[src/rtl/time_set_ctrl.sv]
// Time-setting mode controller: RUN -> SET_HOUR -> SET_MIN -> SET_SEC -> RUN.
// Optional idle auto-exit to RUN is enabled by defining SET_TIMEOUT_EN.
module time_set_ctrl #(
    parameter int unsigned TIMEOUT_TICKS = 20
) (
    input  logic       clk,
    input  logic       rst,
    input  logic       tick_2hz,
    input  logic       key_mode,
    input  logic       key_inc,
    input  logic       key_dec,
    output logic [1:0] sel,
    output logic       run_en,
    output logic       adj_up,
    output logic       adj_dn,
    output logic       sec_clr,
    output logic       blink
);

    typedef enum logic [1:0] {
        RUN      = 2'd0,
        SET_HOUR = 2'd1,
        SET_MIN  = 2'd2,
        SET_SEC  = 2'd3
    } state_t;

    state_t state_q, state_d;
    logic   blink_q, blink_d;
    logic   run_en_q, run_en_d;
    logic   adj_up_q, adj_up_d;
    logic   adj_dn_q, adj_dn_d;
    logic   sec_clr_q, sec_clr_d;

    logic key_any;
    logic in_set;

    assign key_any = key_inc | key_dec;
    assign in_set  = (state_q != RUN);

`ifdef SET_TIMEOUT_EN
    localparam int unsigned IW = $clog2(TIMEOUT_TICKS + 1);

    logic [IW-1:0] idle_q, idle_d;
    logic [IW-1:0] idle_inc;

    assign idle_inc = idle_q + IW'(1);
`endif

    always_comb begin
        state_d   = state_q;
        blink_d   = blink_q;
        adj_up_d  = 1'b0;
        adj_dn_d  = 1'b0;
        sec_clr_d = 1'b0;
`ifdef SET_TIMEOUT_EN
        idle_d    = idle_q;
`endif
        if (key_mode) begin
            state_d = state_t'(state_q + 2'd1);
            blink_d = 1'b0;
`ifdef SET_TIMEOUT_EN
            idle_d  = '0;
`endif
        end else if (in_set && key_any) begin
            // A simultaneous INC+DEC is still activity, but strobes nothing
            if (key_inc ^ key_dec) begin
                if (state_q == SET_SEC) begin
                    sec_clr_d = 1'b1;
                end else begin
                    adj_up_d = key_inc;
                    adj_dn_d = key_dec;
                end
            end
            blink_d = 1'b0;
`ifdef SET_TIMEOUT_EN
            idle_d  = '0;
`endif
        end else if (in_set && tick_2hz) begin
`ifdef SET_TIMEOUT_EN
            if (idle_inc == IW'(TIMEOUT_TICKS)) begin
                state_d = RUN;
                idle_d  = '0;
            end else begin
                idle_d  = idle_inc;
                blink_d = ~blink_q;
            end
`else
            blink_d = ~blink_q;
`endif
        end
        if (state_d == RUN) begin
            blink_d = 1'b0;
`ifdef SET_TIMEOUT_EN
            idle_d  = '0;
`endif
        end
        run_en_d = (state_d == RUN);
    end

    always_ff @(posedge clk or posedge rst) begin
        if (rst) begin
            state_q   <= RUN;
            blink_q   <= 1'b0;
            run_en_q  <= 1'b1;
            adj_up_q  <= 1'b0;
            adj_dn_q  <= 1'b0;
            sec_clr_q <= 1'b0;
`ifdef SET_TIMEOUT_EN
            idle_q    <= '0;
`endif
        end else begin
            state_q   <= state_d;
            blink_q   <= blink_d;
            run_en_q  <= run_en_d;
            adj_up_q  <= adj_up_d;
            adj_dn_q  <= adj_dn_d;
            sec_clr_q <= sec_clr_d;
`ifdef SET_TIMEOUT_EN
            idle_q    <= idle_d;
`endif
        end
    end

    assign sel     = state_q;
    assign run_en  = run_en_q;
    assign adj_up  = adj_up_q;
    assign adj_dn  = adj_dn_q;
    assign sec_clr = sec_clr_q;
    assign blink   = blink_q;

endmodule

[config.mk]
export PLATFORM = sky130hd
export DESIGN_NAME = time_set_ctrl
export DESIGN_NICKNAME = d
export VERILOG_FILES = /design/src/rtl/time_set_ctrl.sv
export SDC_FILE = /design/constraint.sdc
export NUM_CORES = 1
export LEC_CHECK = 0
export CORE_AREA = 10 10 47 49
export DETAILED_ROUTE_END_ITERATION = 6
export DIE_AREA = 0 0 57 59
export PLACE_DENSITY = 0.48
export SLEW_MARGIN = 20
export SYNTH_ARGS = -nofsm -noshare
export SYNTH_HDL_FRONTEND = slang
export SYNTH_SLANG_ARGS = --single-unit
[constraint.sdc]
create_clock -name clk -period 3.2 [get_ports clk]
set_input_delay 0.48 -clock clk [delete_from_list [all_inputs] [get_ports clk]]
set_output_delay 0.48 -clock clk [all_outputs]
set_load 0.005 [all_outputs]
==> Yosys cells after proc, flatten, opt, wreduce, memory -nomap -nowiden <==
Index checks and enable logic that the tools add are counted.
{ "word_totals": {"reg_bits": 7, "inputBits": 6, "output_inout_bits": 7, "word_cells": 33} }
{ "classes": {"n_addsub": 1, "eq_ne": 1, "muxes": 17, "bitwise_logic": 3, "n_reduce_logical": 5} }
{ "ops": {"columns": ["op", "count"], "rows": [
  ["2-to-1 mux 1 bit", 16],
  ["nonzero test 4 bit", 1],
  ["adder 2 x 1 -> 2 bit (second input constant)", 1],
  ["equality test 2 bit (second input constant)", 1],
  ["logical AND 1 bit", 2],
  ["logical NOT 2 bit", 1],
  ["2-to-1 mux 2 bit", 1],
  ["nonzero test 2 bit", 1],
  ["inverter 1 bit", 1],
  ["OR 1 bit", 1],
  ["XOR 1 bit", 1]
]} }

==> Logic depth before layout (Yosys ltp) <==
{ "depth": {"ltp_word": 6, "depth_mapped": 5, "depth_no_buf": 5} }

==> Worst setup path after synthesis <==
Ideal clock, no wire load.
{ "synth_timing": {"kind": "in2reg", "start": "input port key_inc", "end": "register adj_dn_q (netlist: adj_dn)", "setup_ps": 119, "arrival_time_ps": 1116, "required_ps": 3081, "setup_slack_ps": 1965, "cell_stages": 4, "path_buffers": 0, "path_cell_list": "inv_1 -> ha_1 -> and4bb_1 -> and2_1"} }
{ "synth_between": {"elab_chain_cells": 4, "word_cells_on_any_way": 6} }
{ "synth_lines": {"columns": ["item", "line_no", "rtl"], "rows": [
  ["start, declared", "10", "input logic key_inc,"],
  ["XOR 1 bit / OR 1 bit (equally long branches)", "66, 37", null],
  ["2-to-1 mux 1 bit / logical AND 1 bit (equally long branches)", "66, 64", null],
  ["2-to-1 mux 1 bit *", "64", "end else if (in_set && key_any) begin"],
  ["2-to-1 mux 1 bit *", "58", "if (key_mode) begin"],
  ["via adj_dn_d", "31", "logic adj_dn_q, adj_dn_d;"],
  ["end signal, assigned", "116", "adj_dn_q <= adj_dn_d;"],
  ["end, declared", "31", null]
]} }
Mark *: on every way through the listed nets, which the timed path passes. The rest lies on a longest branch.
A chain may end at the register's enable or synchronous reset.

==> Final worst setup path <==
{ "layout_timing": {"start": "register run_en_q (netlist: run_en)", "end": "output port run_en"} }
{ "layout_rtl": {"columns": ["item", "line_no", "rtl"], "rows": [
  ["start, declared", "29", "logic run_en_q, run_en_d;"],
  ["start signal, assigned", "114", "run_en_q <= run_en_d;"],
  ["end, declared", "13", "output logic run_en,"]
]} }
No word-level cell between the ends.

==> summary.txt <==
Status
  – Run status: finished clean

Cells and area
  – # diodes: 0
  – Final net count: 56
  – Fraction of layout cells with a size suffix above 1: 15.2%
  – Most frequent cells in the layout: clkdlybuf4s50_1, dfrtp_1, inv_1
  – Most common cell after layout, fill and taps aside: clkdlybuf4s50_1
  – Utilization after layout: 36.4%
  – Area growth, synth to finish: 48.4%

Clocking
  – TritonCTS Buffers: 3
  – Clk slew on worst S/H paths: 0.05 ns
  – Sink Count: 7
  – H-tree depth: 1
  – Root Driver: clkbuf_4
  – CTS tree: done
  – Clock buffer depth: 2
  – # hold bufs at CTS: 0
  – Postcts setup bufs: 0
  – Skew-Pair Late Insertion Delay: 0.24 ns
  – Post-cts resize count: 0

Timing
  – Final worst path period share: 53.8%
  – Final setup skew: 0.000341 ns
  – Relative slew slack: 81.8%
  – Max Fclk: 581 MHz
  – Setup TNS Final: 0 ns
  – Fin. Hold Viols: 0
  – RSZ-0062 raised after global routing: false
  – Fin worst setup slack: 1.48 ns
  – Final setup vio count: 0
  – Fin crit period: 1.72 ns
  – Measured slew at the worst slew-check pin: 0.273 ns
  – Pins Over Slew Limit: 0

Setup path
  – Crit path max-delay family: flip-flops
  – FF-to-FF Start: sel[0]$_DFF_PP0_
  – CP Data Required Time: 2.72 ns
  – Crit-path max cell delay: 0.51 ns
  – Crit path capture type: output pin
  – CP bufs+invs: 1
  – CP endpoint: run_en
  – Reg2reg setup slack: 1.95 ns
  – WP depth: 1
  – CP Data Arrival Time: 1.24 ns
  – R2R Path End: adj_dn$_DFF_PP0_
  – Crit path launch: run_en$_DFF_PP1_
  – Crit path max-delay cell type: dfstp_2
  – WS Path Type: flop to output pin
  – Crit path cell chain: clkdlybuf4s50_1
  – Crit path max fanout: 1
  – Worst setup SP type: flop
  – Reg2reg path depth: 5

Floorplan
  – Core region area: 0.00140 mm^2
  – Die span in x: 57 um
  – Num rows: 14
  – I/O pins: 13
  – Starting Density: 24.6%
  – Die area: 0.00336 mm^2
  – DIE HEIGHT: 59 um

Global routing
  – First-pass GRT wire length: 1240 um
  – Initial antenna violation count: 0
  – GRT Overall Usage: 4.87%
  – Largest net degree at the start of global routing: 9
  – Total grt overflow: 0
  – Vias in the first global route: 309

Routing
  – Antenna Nets Post-Route: 0
  – Max layer used: met3
  – Initial drt markers: 2
  – Via/cell ratio: 4.23
  – WL met3: 122 um
  – 1st-pass router iterations: 2
  – WL/cell: 12.0 um
  – DRC: 0
  – Met1 wire length: 243 um
  – Vias: 262
  – Total Wirelength: 746 um
  – Metal2 WL: 380 um

Synthesis
  – Synthesis Warnings: 0
  – Post-synth EDFFs: 0
  – Distinct cells, synth: 16
  – Mapped Cells: 30
  – Seq/Total Area, Yosys: 51.3%
  – Flop and latch count out of synthesis: 7
  – Synthesized cell area: 344 um^2
  – Avg Inst Size Synth: 11.5 um^2
  – Syn nets: 39
  – Ys flop type: dfrtp_1
  – Ys async rst share: 100%

Power and ir drop
  – Leakage power: 0.000238 uW
  – PwrDens: 681 mW/mm^2
  – Overall power: 348 uW
  – Peak supply drop: 278 uV

Placed design
  – IO Port Bufs: 12
  – GP Congestion: 0.621
  – Placement Setup Slack: 1.42 ns
  – Final HPWL from detailed placement: 643 um

Hold path
  – Worst Hold Class: input pin to async pin

Run
  – Max cap viols: 0
-- per-layer routing --
layer,vias up,global-route usage (%)
met4,0,2.01
met3,0,4.94
met2,10,8.68
met5,-,0
met1,118,3.26
li1,134,-
-- worst min-delay path by stage --
stage,end,slack [ns],depth (start not counted)
2_1_floorplan,adj_dn$_DFF_PP0_,0.28,1
3_3_place_gp,sel[0]$_DFF_PP0_,0.56,1
3_5_place_dp,sel[0]$_DFF_PP0_,0.56,1
4_1_cts,blink$_DFFE_PP0P_,0.48,2
5_1_grt,sel[1]$_DFF_PP0_,0.50,2
6_report,adj_dn$_DFF_PP0_,0.47,2
-- cell usage after synthesis (all sizes together), types with 2 or more instances --
cell type | count | area [um^2]
dfrtp | 6 | 150
inv | 5 | 18.8
nand2 | 2 | 7.51
and2 | 2 | 12.5
ha | 3 | 37.5
o21ai | 3 | 18.8
-- cell type report --
| cell class | count | area, um^2 |
|---|---|---|
| Multi-Input combinational cell | 18 | 149 |
| Timing Repair Buffer | 12 | 120 |
| Tap cell | 16 | 20.0 |
| Fill cell | 156 | 891 |
| Clock buffer | 4 | 26.3 |
| Inverter | 5 | 18.8 |
| Sequential cell | 7 | 176 |
-- through the flow --
stage / hold WS, ns / std cells / instance area [um^2]
6_report: 0.469 / 62 / 510
5_1_grt: 0.503 / 62 / 510
4_1_cts: 0.476 / 62 / 510
3_5_place_dp: 0.561 / 58 / 484
3_3_place_gp: 0.555 / 58 / 484
2_1_floorplan: 0.283 / 30 / 344
-- cells by family (layout without fill, tap and decap cells) --
kind of cell    after synthesis  in the layout  synth area share (%)
compound gates                4              4                  9.09
fa+ha+maj                     3              3                  10.9
buf+inv                       5             21                  5.46
simple gates                 10             10                  20.7
xor+xnor                      1              1                  2.55
flops                         7              7                  51.3
-- sequential cells by signal, indices dropped and copies added, names as in the netlist --
name / flops
adj_up: 1
adj_dn: 1
run_en: 1
sel: 2
sec_clr: 1
blink: 1
-- power by group --
| part | leakage, uW | internal (uW) | switching (uW) |
|---|---|---|---|
| Clock | 0.0000150 | 47.4 | 30.2 |
| Combinational | 0.000134 | 78.7 | 56.6 |
| Sequential | 0.0000895 | 115 | 19.9 |
Note: power is estimated with default switching activity, not from simulation.
==> edit (same flow settings) <==
Register the output `run_en` once more, without a reset; this adds one clock of latency there. The other outputs are not delayed to match.
--- a/src/rtl/time_set_ctrl.sv
+++ b/src/rtl/time_set_ctrl.sv
@@ -123,5 +123,7 @@
 
     assign sel     = state_q;
-    assign run_en  = run_en_q;
+    always_ff @(posedge clk) begin
+        run_en <= run_en_q;
+    end
     assign adj_up  = adj_up_q;
     assign adj_dn  = adj_dn_q;
Check against the original RTL: not equivalent (a bounded check fails within 4 cycles, from zero or initial values and one cycle with rst high).
==> edit against the original RTL <==
- non-clock buffer count did not move
- sequential cell count rose by 1
- clock power rose by 13%
- worst setup slack got worse by 0.0078 ns
- design area rose by 3.9%
- wire length rose by 14%
- clock skew rose by 0.0073 ns
- synthesized area rose by 5.8%
- total power rose by 8.8%
- core utilization rose by 1.4 points
- hold slack got worse by 0.071 ns
- critical path type unchanged
- critical endpoint is now sel[0]
==> edit: results (changes against the original RTL) <==
status=finished clean; non-filler instance count after layout=63 (+1.6%); filler instances=151 (-3.2%); clk_lat worst skew=0.27 ns (+0.03 ns); max incr delay on CP=0.54 ns (+0.03 ns); DPL Wire Length=657 microns (+2.2%); Slowest-stage cell, CP=clkdlybuf4s50_1; vias in the first global route=334 (+8.1%); vias=276 (+5.3%); clk buf depth=2 (unchanged); register area share after synthesis=54.0% (+2.7 points); gr usage total=6.09% (+1.2 points); GPL Wtd Cong=0.594 (-4.4%); Hold Crit Class=flip-flop to flip-flop; main area contributors after synthesis=dfrtp_1, ha_1, dfstp_2, dfxtp_1, inv_1; final layout net count=57 (+1.8%); placed insts=59 (+1.7%); share of post-route cells with drive strength above 1=14.9% (-0.32 points); Slew headroom=81.0% (-0.80 points); commonest cells in the netlist=dfrtp_1, inv_1, ha_1; skew final=0.00763 ns (+0.00729 ns); final WL=848 microns (+14%); CP max FO=6 (+5); Max VDD drop=0.312 mV (+13%); Net Count, Synth=40 (+2.6%); worst slack at placement=1.42 ns (-0.00474 ns); Synth cell types=17 (+1)
-- edit: changes by cell type after synthesis --
cell     delta
dfxtp_1     +1
-- edit: path summary, 6_finish.rpt --
path,startpoint,endpoint,slack [ns],cells past startpoint
hold reg to reg,run_en_q,run_en,0.40,0
hold / removal,run_en_q,run_en,0.40,0
min in group asynchronous,rst,adj_up,0.45,2
max in group asynchronous,rst,run_en_q,2.47,2
setup / recovery,sel[0],sel[0],1.47,1
setup reg to reg,sel[0],adj_up,1.94,5
-- edit: area by class of cell --
cell class	count	area share [%]
clock buffer	4	4.95
tap	16	3.77
inverter	5	3.54
multi-input combinational	18	28.1
sequential	8	37.0
timing repair buffer	12	22.6
-- edit: per-stage QoR --
stage	hold WS, ns	area (sq um)
finish	0.397	531
global route	0.404	531
detailed placement	0.391	504
floorplan	0.283	364
CTS	0.399	531
global placement	0.387	504
-- edit: kinds of logic (layout without fill, tap and decap cells) --
logic type | after synthesis | count (layout) | synth area share (%)
buffers and inverters | 5 | 21 | 5.16
AO/OA/AOI/OAI | 4 | 4 | 8.59
AND/OR/NAND/NOR | 10 | 10 | 19.6
flip-flops | 8 | 8 | 54.0
adder cells (fa/ha/maj) | 3 | 3 | 10.3
XOR/XNOR | 1 | 1 | 2.41
-- edit: metal layers --
metal  vias to the layer above  GRT usage (%)  part of all wire, %  wire [microns]
li1                        134              -                    -               -
met2                        14           9.30                   48             409
met3                         3           3.65                   12              99
met5                         -              0                    0               0
met1                       125           5.43                   36             307
met4                         0           6.04                  3.7              31
-- edit: report_power, final --
part	internal, uW	switching [uW]	total [uW]
registers	132	22.4	155
clock network	48.0	39.7	87.7
logic	78.7	57.0	136
total	259	119	378
